===== src/rtl/palette_lut.sv =====
// ---------------------------------------------------------------------------
// PaletteLut (module palette_lut)
//
// Purpose
//   Writable multi-bank colour palette. A pixel index is mapped to a DATA_W-bit
//   colour through a fixed two-stage registered read pipeline. The palette sits
//   between the sprite/background index generators and the VGA output mux.
//   NUM_BANKS complete palettes are stored. The displayed bank changes only on
//   a frame_start pulse, so a bank switch never tears a frame. After reset, the
//   block walks every entry of every bank and reloads the standard game palette.
//
// Optional feature
//   PALETTE_TRANSP_EN : when defined, o_color_transp is registered alongside
//                       o_color_data. It is 1 when the looked-up index equals
//                       TRANSP_INDEX. When undefined, o_color_transp is tied 0
//                       and no compare logic exists.
//
// Ports
//   i_clk            system clock, all logic on the rising edge
//   i_reset          synchronous, active-high reset
//   i_frame_start    1-cycle pulse at start of vertical blank
//   i_bank_sel       requested display bank, sampled on i_frame_start
//   i_rd_valid       read request qualifier
//   i_rd_index       pixel index to look up
//   o_color_valid    o_color_data valid (2 cycles after i_rd_valid)
//   o_color_data     looked-up colour, holds while o_color_valid=0
//   o_color_transp   looked-up index equalled TRANSP_INDEX
//   i_wr_en          palette write strobe, accepted only when o_wr_ready=1
//   i_wr_bank        bank written
//   i_wr_addr        entry written
//   i_wr_data        colour written
//   o_wr_ready       0 during init, else 1
//   o_init_busy      1 while default contents are being loaded
//   o_active_bank    bank currently used for reads
// ---------------------------------------------------------------------------
module palette_lut #(
  parameter int INDEX_W      = 4,
  parameter int DATA_W       = 24,
  parameter int NUM_BANKS    = 4,
  parameter int TRANSP_INDEX = 0,
  localparam int BANK_W      = (NUM_BANKS > 1) ? $clog2(NUM_BANKS) : 1
) (
  input  logic                i_clk,
  input  logic                i_reset,
  input  logic                i_frame_start,
  input  logic [BANK_W-1:0]   i_bank_sel,
  input  logic                i_rd_valid,
  input  logic [INDEX_W-1:0]  i_rd_index,
  output logic                o_color_valid,
  output logic [DATA_W-1:0]   o_color_data,
  output logic                o_color_transp,
  input  logic                i_wr_en,
  input  logic [BANK_W-1:0]   i_wr_bank,
  input  logic [INDEX_W-1:0]  i_wr_addr,
  input  logic [DATA_W-1:0]   i_wr_data,
  output logic                o_wr_ready,
  output logic                o_init_busy,
  output logic [BANK_W-1:0]   o_active_bank
);

  localparam int DEPTH     = 2 ** INDEX_W;
  localparam int ADDR_W    = BANK_W + INDEX_W;
  localparam int MEM_DEPTH = NUM_BANKS * DEPTH;

  // Bank numbers at or above this limit only exist when NUM_BANKS is not a
  // power of two; such selections and writes are discarded.
  localparam logic [BANK_W:0]    BANK_LIMIT = (BANK_W + 1)'(NUM_BANKS);
  localparam logic [BANK_W-1:0]  LAST_BANK  = BANK_W'(NUM_BANKS - 1);
  localparam logic [INDEX_W-1:0] LAST_ENTRY = INDEX_W'(DEPTH - 1);

  localparam logic [0:0] ST_INIT = 1'b0;
  localparam logic [0:0] ST_RUN  = 1'b1;

  // Standard game palette. Indices 16 and up load black. Narrower or wider
  // colour words keep the low DATA_W bits of the RGB888 value, zero-extended.
  function automatic logic [DATA_W-1:0] std_color(input logic [INDEX_W-1:0] idx);
    logic [23:0] rgb;
    int unsigned i;
    i = idx;
    case (i)
      0:       rgb = 24'h008000;
      1:       rgb = 24'hb9886a;
      2:       rgb = 24'hf5d1b9;
      3:       rgb = 24'hffd7b1;
      4:       rgb = 24'h303028;
      5:       rgb = 24'h84583d;
      6:       rgb = 24'hc29983;
      7:       rgb = 24'hffffff;
      8:       rgb = 24'ha00000;
      9:       rgb = 24'hb9886a;
      10:      rgb = 24'hf8f8c0;
      11:      rgb = 24'h000000;
      12:      rgb = 24'h431a00;
      13:      rgb = 24'h63371d;
      14:      rgb = 24'h874e2b;
      15:      rgb = 24'hffbfbf;
      default: rgb = 24'h000000;
    endcase
    return DATA_W'(rgb);
  endfunction

  logic [0:0]         r_state;
  logic [BANK_W-1:0]  r_init_bank;
  logic [INDEX_W-1:0] r_init_addr;
  logic [BANK_W-1:0]  r_active_bank;

  logic [DATA_W-1:0]  r_mem [MEM_DEPTH];

  logic               r_s1_valid;
  logic [DATA_W-1:0]  r_s1_data;
  logic               r_color_valid;
  logic [DATA_W-1:0]  r_color_data;

  logic               w_run;
  logic               w_init_last;
  logic               w_wr_fire;
  logic               w_rd_fire;
  logic               w_bank_switch;
  logic               w_mem_we;
  logic [ADDR_W-1:0]  w_mem_waddr;
  logic [DATA_W-1:0]  w_mem_wdata;
  logic [ADDR_W-1:0]  w_rd_ptr;

  assign w_run         = (r_state == ST_RUN);
  assign w_init_last   = (r_init_bank == LAST_BANK) && (r_init_addr == LAST_ENTRY);
  assign w_wr_fire     = w_run && i_wr_en && ({1'b0, i_wr_bank} < BANK_LIMIT);
  assign w_rd_fire     = w_run && i_rd_valid;
  assign w_bank_switch = w_run && i_frame_start && ({1'b0, i_bank_sel} < BANK_LIMIT);

  // The read address combines the currently active bank with the request
  // index. The bank is therefore bound to a read in the cycle it is issued, and
  // a later frame_start cannot redirect a read that is already in flight.
  assign w_rd_ptr = {r_active_bank, i_rd_index};

  // Init sequencing: one entry per cycle, bank-major. The last entry moves the
  // block to RUN on the following cycle. Reset restarts the walk from entry 0
  // no matter where it was.
  always_ff @(posedge i_clk) begin
    if (i_reset) begin
      r_state     <= ST_INIT;
      r_init_bank <= '0;
      r_init_addr <= '0;
    end else if (r_state == ST_INIT) begin
      if (w_init_last) begin
        r_state <= ST_RUN;
      end else begin
        r_init_addr <= r_init_addr + 1'b1;
        if (r_init_addr == LAST_ENTRY) begin
          r_init_bank <= r_init_bank + 1'b1;
        end
      end
    end
  end

  // Active bank only moves on a frame_start in RUN, so the displayed palette
  // changes at a frame boundary. Out-of-range requests leave it alone.
  always_ff @(posedge i_clk) begin
    if (i_reset) begin
      r_active_bank <= '0;
    end else if (w_bank_switch) begin
      r_active_bank <= i_bank_sel;
    end
  end

  // Single write port shared between the init loader and host writes. The two
  // never compete because host writes are only accepted in RUN.
  always_comb begin
    w_mem_we    = 1'b0;
    w_mem_waddr = {i_wr_bank, i_wr_addr};
    w_mem_wdata = i_wr_data;
    if (!i_reset) begin
      if (r_state == ST_INIT) begin
        w_mem_we    = 1'b1;
        w_mem_waddr = {r_init_bank, r_init_addr};
        w_mem_wdata = std_color(r_init_addr);
      end else if (w_wr_fire) begin
        w_mem_we = 1'b1;
      end
    end
  end

  // Palette storage, no reset so it maps onto block RAM. The init walk provides
  // the defined contents.
  always_ff @(posedge i_clk) begin
    if (w_mem_we) begin
      r_mem[w_mem_waddr] <= w_mem_wdata;
    end
  end

  // Stage 1: the RAM is read on the same edge as the request. A write to the
  // same entry in that cycle is not yet visible. This gives read-before-write,
  // and every later read sees the new colour.
  always_ff @(posedge i_clk) begin
    if (i_reset) begin
      r_s1_valid <= 1'b0;
    end else begin
      r_s1_valid <= w_rd_fire;
    end
  end

  always_ff @(posedge i_clk) begin
    if (w_rd_fire) begin
      r_s1_data <= r_mem[w_rd_ptr];
    end
  end

  // Stage 2: output register. The colour holds its last value between valid
  // beats so the downstream mux sees a stable word.
  always_ff @(posedge i_clk) begin
    if (i_reset) begin
      r_color_valid <= 1'b0;
      r_color_data  <= '0;
    end else begin
      r_color_valid <= r_s1_valid;
      if (r_s1_valid) begin
        r_color_data <= r_s1_data;
      end
    end
  end

`ifdef PALETTE_TRANSP_EN
  logic [INDEX_W-1:0] r_s1_index;
  logic               r_color_transp;

  // The index travels with the read so the transparency flag lines up with
  // its colour word.
  always_ff @(posedge i_clk) begin
    if (w_rd_fire) begin
      r_s1_index <= i_rd_index;
    end
  end

  always_ff @(posedge i_clk) begin
    if (i_reset) begin
      r_color_transp <= 1'b0;
    end else if (r_s1_valid) begin
      r_color_transp <= (r_s1_index == INDEX_W'(TRANSP_INDEX));
    end
  end

  assign o_color_transp = r_color_transp;
`else
  assign o_color_transp = 1'b0;
`endif

  assign o_color_valid = r_color_valid;
  assign o_color_data  = r_color_data;
  assign o_wr_ready    = w_run;
  assign o_init_busy   = ~w_run;
  assign o_active_bank = r_active_bank;

endmodule


===== config.mk =====
export PLATFORM = sky130hd
export DESIGN_NAME = palette_lut
export DESIGN_NICKNAME = d
export VERILOG_FILES = /design/src/rtl/palette_lut.sv
export SDC_FILE = /design/constraint.sdc
export NUM_CORES = 1
export LEC_CHECK = 0
export BUFFER_PORTS_ARGS = -buffer_cell sky130_fd_sc_hd__buf_2
export CAP_MARGIN = 15
export CORE_MARGIN = 4
export CORE_UTILIZATION = 60
export CTS_BUF_LIST = sky130_fd_sc_hd__clkbuf_4 sky130_fd_sc_hd__clkbuf_8
export CTS_CLUSTER_SIZE = 14
export DETAILED_ROUTE_END_ITERATION = 12
export PLACE_DENSITY = 0.83
export SETUP_SLACK_MARGIN = 0.02
export SLEW_MARGIN = 40
export SYNTH_ARGS = -nofsm -noshare
export SYNTH_HDL_FRONTEND = slang
export SYNTH_SLANG_ARGS = --single-unit

===== constraint.sdc =====
create_clock -name i_clk -period 3.91 [get_ports i_clk]
set_input_delay 0.1955 -clock i_clk [delete_from_list [all_inputs] [get_ports i_clk]]
set_output_delay 0.1955 -clock i_clk [all_outputs]
set_load 0.05 [all_outputs]

==> metrics.txt, run 1 <==
status=completed; final setup vio count=0; Std-Cell Rows=117; vias per cell=6.94; HP Class=in2reg; Max Cap Viol=0; residual DRC count=0; ANT nets after route=0; Hold Fails Final Rpt=0; CP Launch Type=flip-flop; worst-skew pair later-pin latency=920 ps; setup_tns=0 ps; syn_area_per_cell=22.3 um^2; via count=32100; clock power share=0.381; Die Width=328 um; WP data required=4490 ps; post-DP HPWL=89100 um; fillers=5692; vias in the first global route=32300; Initial Util=0.604; Reg2Reg Capture Point=r_mem[43][13]; R2R Setup Slk=330 ps; TritonCTS buffer count=234; final net count=3115; post_cts resized=0; WL/cell=33.7 um; Area Growth Syn to Fin=12.4%; TritonRoute pass-1 iters=6; ys flop type=edfxtp_1; TritonCTS clock tree=built; slew margin rel.=0.387; Final period util=0.916; post-synth cell types=56; clock sink total=1619; Netlist Area Pre-Place=61300 um^2; first-pass GRT wire length=224000 um; worst reg2reg path startpoint=o_wr_ready; Worst-path clk slew=70 ps; Power Internal=0.0269 W; Reg2Reg Depth=5; clk_skew=47.0 ps; Switch Pwr=0.00790 W; total core area=102000 um^2; worst setup path end=r_mem[43][13]; post-synthesis cell count=2752; Die Area=107000 um^2; htree depth=4; crit path DAT=4160 ps; boundary pin count=71; register area=48000 um^2; clk buf depth=3; sequential share of the synthesized area=0.783; register share of total power=0.561; crit end category=flip-flop; Finished Core Util=0.678; Leak=21.9 nW; area of the multi-input gates=12600 um^2; CP Max Fanout=16; Warnings, synthesis=0; largest net degree at the start of global routing=126; initial antenna violation count=4; PD cells=505 nW/um^2; IO buf count=69; CTS Root Cell=clkbuf_8; Post-synth EDFFs=1560; Placer Congestion=0.952; layout cell share with drive strength beyond 1=0.329; unrepaired setup endpoints after global routing=no; Die Y=328 um; crit path launch=o_wr_ready; Comb pwr share=0.058; DRT Wirelength=156000 um; Synth Net Count=2802; Switching Share=0.227; fin crit period=3580 ps; Tot GR Track Use=0.289; GRT Residual Overflow=0; Setup Crit Path Kind=reg2reg; Slew Limit Fails=0; Worst-Margin Slew=920 ps; Peak supply drop=303 uV; Max Fclk=279 MHz; DR iter-0 viols=5387; asr flop ratio synth=0; Yosys reg bits=1619
==> flip-flops by register name, indices dropped and copies added (netlist names), named ones only <==
signal	flops
o_color_valid	1
r_mem	1536
o_active_bank	2
o_wr_ready	1
r_s1_data	24
o_color_data	24
r_s1_valid	1
r_init_bank	2
r_init_addr	4
==> kinds of logic after synthesis <==
kind of cell    after synthesis  synth area share
flops                      1619             0.783
mux                         460             0.154
compound gates              255            0.0280
simple gates                242            0.0185
buf+inv                     164            0.0139
fa+ha+maj                     9           0.00184
xor+xnor                      2          0.000286
other cells                   1         0.0000612
==> worst min path at each step <==
stage | start | to | slack (ps) | cells past startpoint
floorplan | i_bank_sel[0] | o_active_bank[0] | 340 | 2
global placement | r_s1_data[12] | o_color_data[12] | 470 | 2
detailed placement | i_bank_sel[1] | o_active_bank[1] | 470 | 3
CTS | i_wr_data[3] | r_mem[40][3] | 50 | 2
global route | i_wr_data[3] | r_mem[42][3] | 80 | 2
finish | i_wr_data[15] | r_mem[52][15] | 100 | 2
==> layer usage <==
layer	vias up	GRT usage	wire (um)
li1	12400	-	-
met1	16300	0.398	53300
met2	2926	0.447	74500
met3	519	0.0627	18900
met4	2	0.150	9200
met5	-	0	18
==> power groups by stage <==
stage               Sequential (W)  Clock (W)  Combinational [W]
finish                      0.0195     0.0133            0.00202
global route                0.0195     0.0143            0.00211
floorplan                   0.0199          0            0.00117
detailed placement          0.0199          0            0.00196
CTS                         0.0195     0.0133            0.00198
global placement            0.0199          0            0.00185
==> cell usage in the layout, fill, tap and decap left out, drive strengths merged, types with 20 or more instances in the layout <==
cell / Yosys / layout
buf: 84 / 221
mux2: 41 / 41
nor4: 38 / 38
edfxtp: 1560 / 1560
clkinv: 0 / 110
inv: 11 / 20
mux2i: 35 / 35
o22ai: 155 / 155
nand2: 40 / 40
clkbuf: 69 / 292
mux4: 384 / 384
nor2: 110 / 110
a22oi: 32 / 32
dfxtp: 59 / 59
==> critical path, cell delays in order, from the launching register on <==
cell and delay [ps]:
dfxtp_1 530, nor2_2 680, mux2i_1 580, or3b_1 610, nor2_2 600, buf_12 250
==> area by class of cell <==
class / instances / share of cell area
inverters: 11 / 0.000599
diodes: 5 / 0.000182
flip-flops and latches: 1619 / 0.697
clock buffers: 292 / 0.0534
well taps: 1368 / 0.0248
repair buffers: 230 / 0.0282
multi-input cells: 969 / 0.183
clock inverters: 134 / 0.0126
==> Yosys cell counts, types with 3 or more instances <==
cell type / instances / share of area
dfxtp_1: 59 / 0.019
mux4_2: 384 / 0.14
o211ai_1: 3 / 0.00037
o21ai_0: 13 / 0.0011
nor2b_1: 11 / 0.0011
inv_1: 9 / 0.00055
nand2b_1: 10 / 0.0010
a21boi_0: 3 / 0.00037
nand3_1: 12 / 0.00098
clkbuf_1: 69 / 0.0042
buf_2: 29 / 0.0024
a22oi_1: 32 / 0.0039
a21oi_1: 12 / 0.00098
o22ai_1: 155 / 0.016
nor4_1: 38 / 0.0039
nor2_1: 109 / 0.0067
mux2_2: 41 / 0.0075
buf_1: 15 / 0.00092
and2_1: 3 / 0.00031
mux2i_1: 35 / 0.0057
o31ai_1: 4 / 0.00049
nand3b_1: 4 / 0.00049
a221o_1: 8 / 0.0013
nand2_1: 40 / 0.0024
or3_1: 3 / 0.00031
buf_4: 27 / 0.0033
nor3_1: 3 / 0.00024
edfxtp_1: 1560 / 0.76
buf_6: 13 / 0.0024
a21boi_1: 3 / 0.00037
ha_1: 9 / 0.0018
==> per-stage QoR <==
stage / instance area [um^2] / hold WS, ps / cells / total power [W] / setup WS [ps]
global route: 68900 / 79.8 / 4627 / 0.0359 / 229
global placement: 64200 / 466 / 4187 / 0.0217 / 786
CTS: 68900 / 45.6 / 4621 / 0.0348 / 459
floorplan: 61300 / 343 / 2752 / 0.0210 / 684
finish: 68900 / 102 / 4628 / 0.0348 / 328
detailed placement: 64200 / 467 / 4187 / 0.0218 / 493
==> repair_timing <==
item	in CTS	in global routing
endpoints found under the hold margin	56	5
hold buffers	8	1
setup buffers	0	0
Power figures use the tool's default switching activity.
==> inputs of run 2 (changes only) <==
--- a/config.mk
+++ b/config.mk
@@ -6,7 +6,7 @@
 export NUM_CORES = 1
 export LEC_CHECK = 0
 export BUFFER_PORTS_ARGS = -buffer_cell sky130_fd_sc_hd__buf_2
-export CAP_MARGIN = 15
+export CAP_MARGIN = 20
 export CORE_MARGIN = 4
 export CORE_UTILIZATION = 60
 export CTS_BUF_LIST = sky130_fd_sc_hd__clkbuf_4 sky130_fd_sc_hd__clkbuf_8
==> constraint.sdc (replaced) <==
create_clock -name i_clk -period 3.8 [get_ports i_clk]
set_input_delay 0.19 -clock i_clk [delete_from_list [all_inputs] [get_ports i_clk]]
set_output_delay 0.19 -clock i_clk [all_outputs]
set_load 0.05 [all_outputs]
==> metrics.txt, run 2 (synthesized netlist as in run 1, its figures left out) <==
Reg with most FFs=r_mem; vias per cell=6.89 (-0.68%); Max Cap Viol=0 (unchanged); placed cell count=4192 (+0.12%); largest net degree at the start of global routing=84 (-33%); crit path DAT=4020 ps (-140 ps); total core area=102000 um^2 (unchanged); CTS Root Cell=clkbuf_8; initial antenna violation count=5 (+1); post-DP HPWL=88700 um (-0.45%); setup_tns=0 ps (unchanged); Worst-Margin Slew=944 ps (+24.0 ps); post_cts resized=0 (unchanged); Peak supply drop=358 uV (+18%); final net count=3113 (-0.064%); placed instance area=64300 um^2 (about the same); hold path startpoint=i_rd_valid; boundary pin count=71 (unchanged); crit end category=flip-flop; Place WS=512 ps (+19.6 ps); clock sink total=1619 (unchanged); WL/cell=32.8 um (-2.7%); clk_skew=51.4 ps (+4.43 ps); Setup Buffers After CTS=0 (unchanged); Placer Congestion=0.960 (+0.85%); Hold Path Sink=r_s1_data[1]; Final Cell Area=69100 um^2 (+0.23%); first-pass GRT wire length=222000 um (-0.83%); worst-skew pair later-pin latency=900 ps (-20 ps); Largest register FFs=1536 (unchanged); clk buf depth=3 (unchanged); Area Growth Syn to Fin=12.6%; IO buf count=69 (unchanged); worst reg2reg path startpoint=o_wr_ready; Max Fclk=291 MHz (+4.2%); Slew Limit Fails=0 (unchanged); Std-Cell Rows=117 (unchanged); fillers=5721 (+0.51%); TritonCTS clock tree=built; Reg2Reg Depth=5 (unchanged); Final Instance Count excl. Fillers=4632 (+0.086%); Die Width=328 um (unchanged); CP Max Fanout=16 (unchanged); Reg2Reg Capture Point=r_mem[39][4]; Worst-path clk slew=70 ps (about the same); most common cell after layout, fill and taps aside=edfxtp_1; cts hold-fix bufs=8 (unchanged); residual DRC count=0 (unchanged); ANT nets after route=0 (unchanged); TritonRoute pass-1 iters=8 (+2); Die Y=328 um (unchanged); WP data required=4390 ps (-100 ps); CP bufs+invs=1 (unchanged); Initial Util=0.604 (unchanged); Worst path top cell family by delay=simple AND/OR/NAND/NOR gates; DRT Wirelength=152000 um (-2.6%); Worst path max stage delay=650 ps (-30 ps); CP dominant cell by count=nor2_2; TritonCTS buffer count=229 (-2.1%); HP Class=in2reg; vias in the first global route=32100 (-0.54%); layout cell share with drive strength beyond 1=0.333 (+0.00399); area of the multi-input gates=12600 um^2 (about the same); commonest cells after routing, fill and taps aside=edfxtp_1 (1560), mux4_2 (384), clkbuf_8 (246); R2R Setup Slk=360 ps (+30 ps); Slowest-stage cell, CP=nor2_2; Final period util=0.905 (-0.0115); Setup Crit Path Kind=reg2reg; worst path cell trace=nor2_2 -> mux2i_1 -> nand3_1 -> nor2_2 -> buf_12; htree depth=4 (unchanged); Leak=22.0 nW (+0.60%); unrepaired setup endpoints after global routing=no; via count=31900 (-0.59%); Tot GR Track Use=0.287 (-0.00270); final setup vio count=0 (unchanged); CP Launch Type=flip-flop; Hold Fails Final Rpt=0 (unchanged); PD cells=521 nW/um^2 (+3.3%); fin crit period=3440 ps (-145 ps); status=completed; setup ws final=362 ps (+34.7 ps); Die Area=107000 um^2 (unchanged); GRT Residual Overflow=0 (unchanged); Worst Hold Depth=3 (+1); slew margin rel.=0.365 (-0.0218); register area=48000 um^2 (unchanged); DR iter-0 viols=5642 (+4.7%); hold_ws=111 ps (+8.71 ps)
==> run 2: cell types whose count changed in the layout (fill, tap and decap cells not counted), moves of 3 or more <==
cell | before | now
clkinvlp_4 | 6 | 2
clkbuf_8 | 238 | 246
clkinv_1 | 74 | 66
mux2_2 | 37 | 34
buf_4 | 126 | 132
mux2_4 | 4 | 7
==> run 2: area by class of cell <==
cell class | instances | share of cell area
antenna | 3 | 0.000109
clock inverter | 127 | 0.0131
timing repair buffer | 233 | 0.0280
clock buffer | 302 | 0.0551
tap | 1368 | 0.0248
multi-input combinational | 969 | 0.183
sequential | 1619 | 0.695
inverter | 11 | 0.000598
==> run 2: metal layers <==
metal / track usage / routed length (um)
met2: 0.445 / 72800
met3: 0.0611 / 19800
met1: 0.402 / 51300
met5: 0 / 0
met4: 0.129 / 8070
==> run 2: worst max path at each step <==
| stage | slack [ps] | depth (start not counted) | startpoint | end |
|---|---|---|---|---|
| floorplan | 570 | 5 | o_wr_ready | r_mem[40][0] |
| global placement | 570 | 8 | i_rd_index[3] | r_s1_data[4] |
| detailed placement | 510 | 5 | o_wr_ready | r_mem[16][15] |
| CTS | 480 | 5 | o_wr_ready | r_mem[18][12] |
| global route | 270 | 5 | o_wr_ready | r_mem[17][9] |
| finish | 360 | 5 | o_wr_ready | r_mem[39][4] |
==> run 2: tightest hold or removal path: stages <==
cell    delay [ps]
buf_2          130
and2_1         170
buf_4          270
==> run 2: power by group <==
group	leakage (nW)	switching, W	internal (W)	total, W
combinational	4.91	0.00142	0.000645	0.00207
sequential	14.6	0.0000401	0.0200	0.0201
clock	2.49	0.00656	0.00731	0.0139
total	22.0	0.00802	0.0280	0.0360
==> run 2: stage by stage <==
stage	utilization	power, W
after floorplan	-	0.0216
after global placement	0.632	0.0223
after detailed placement	0.633	0.0225
after CTS	0.680	0.0361
after global routing	0.680	0.0371
final	0.680	0.0360
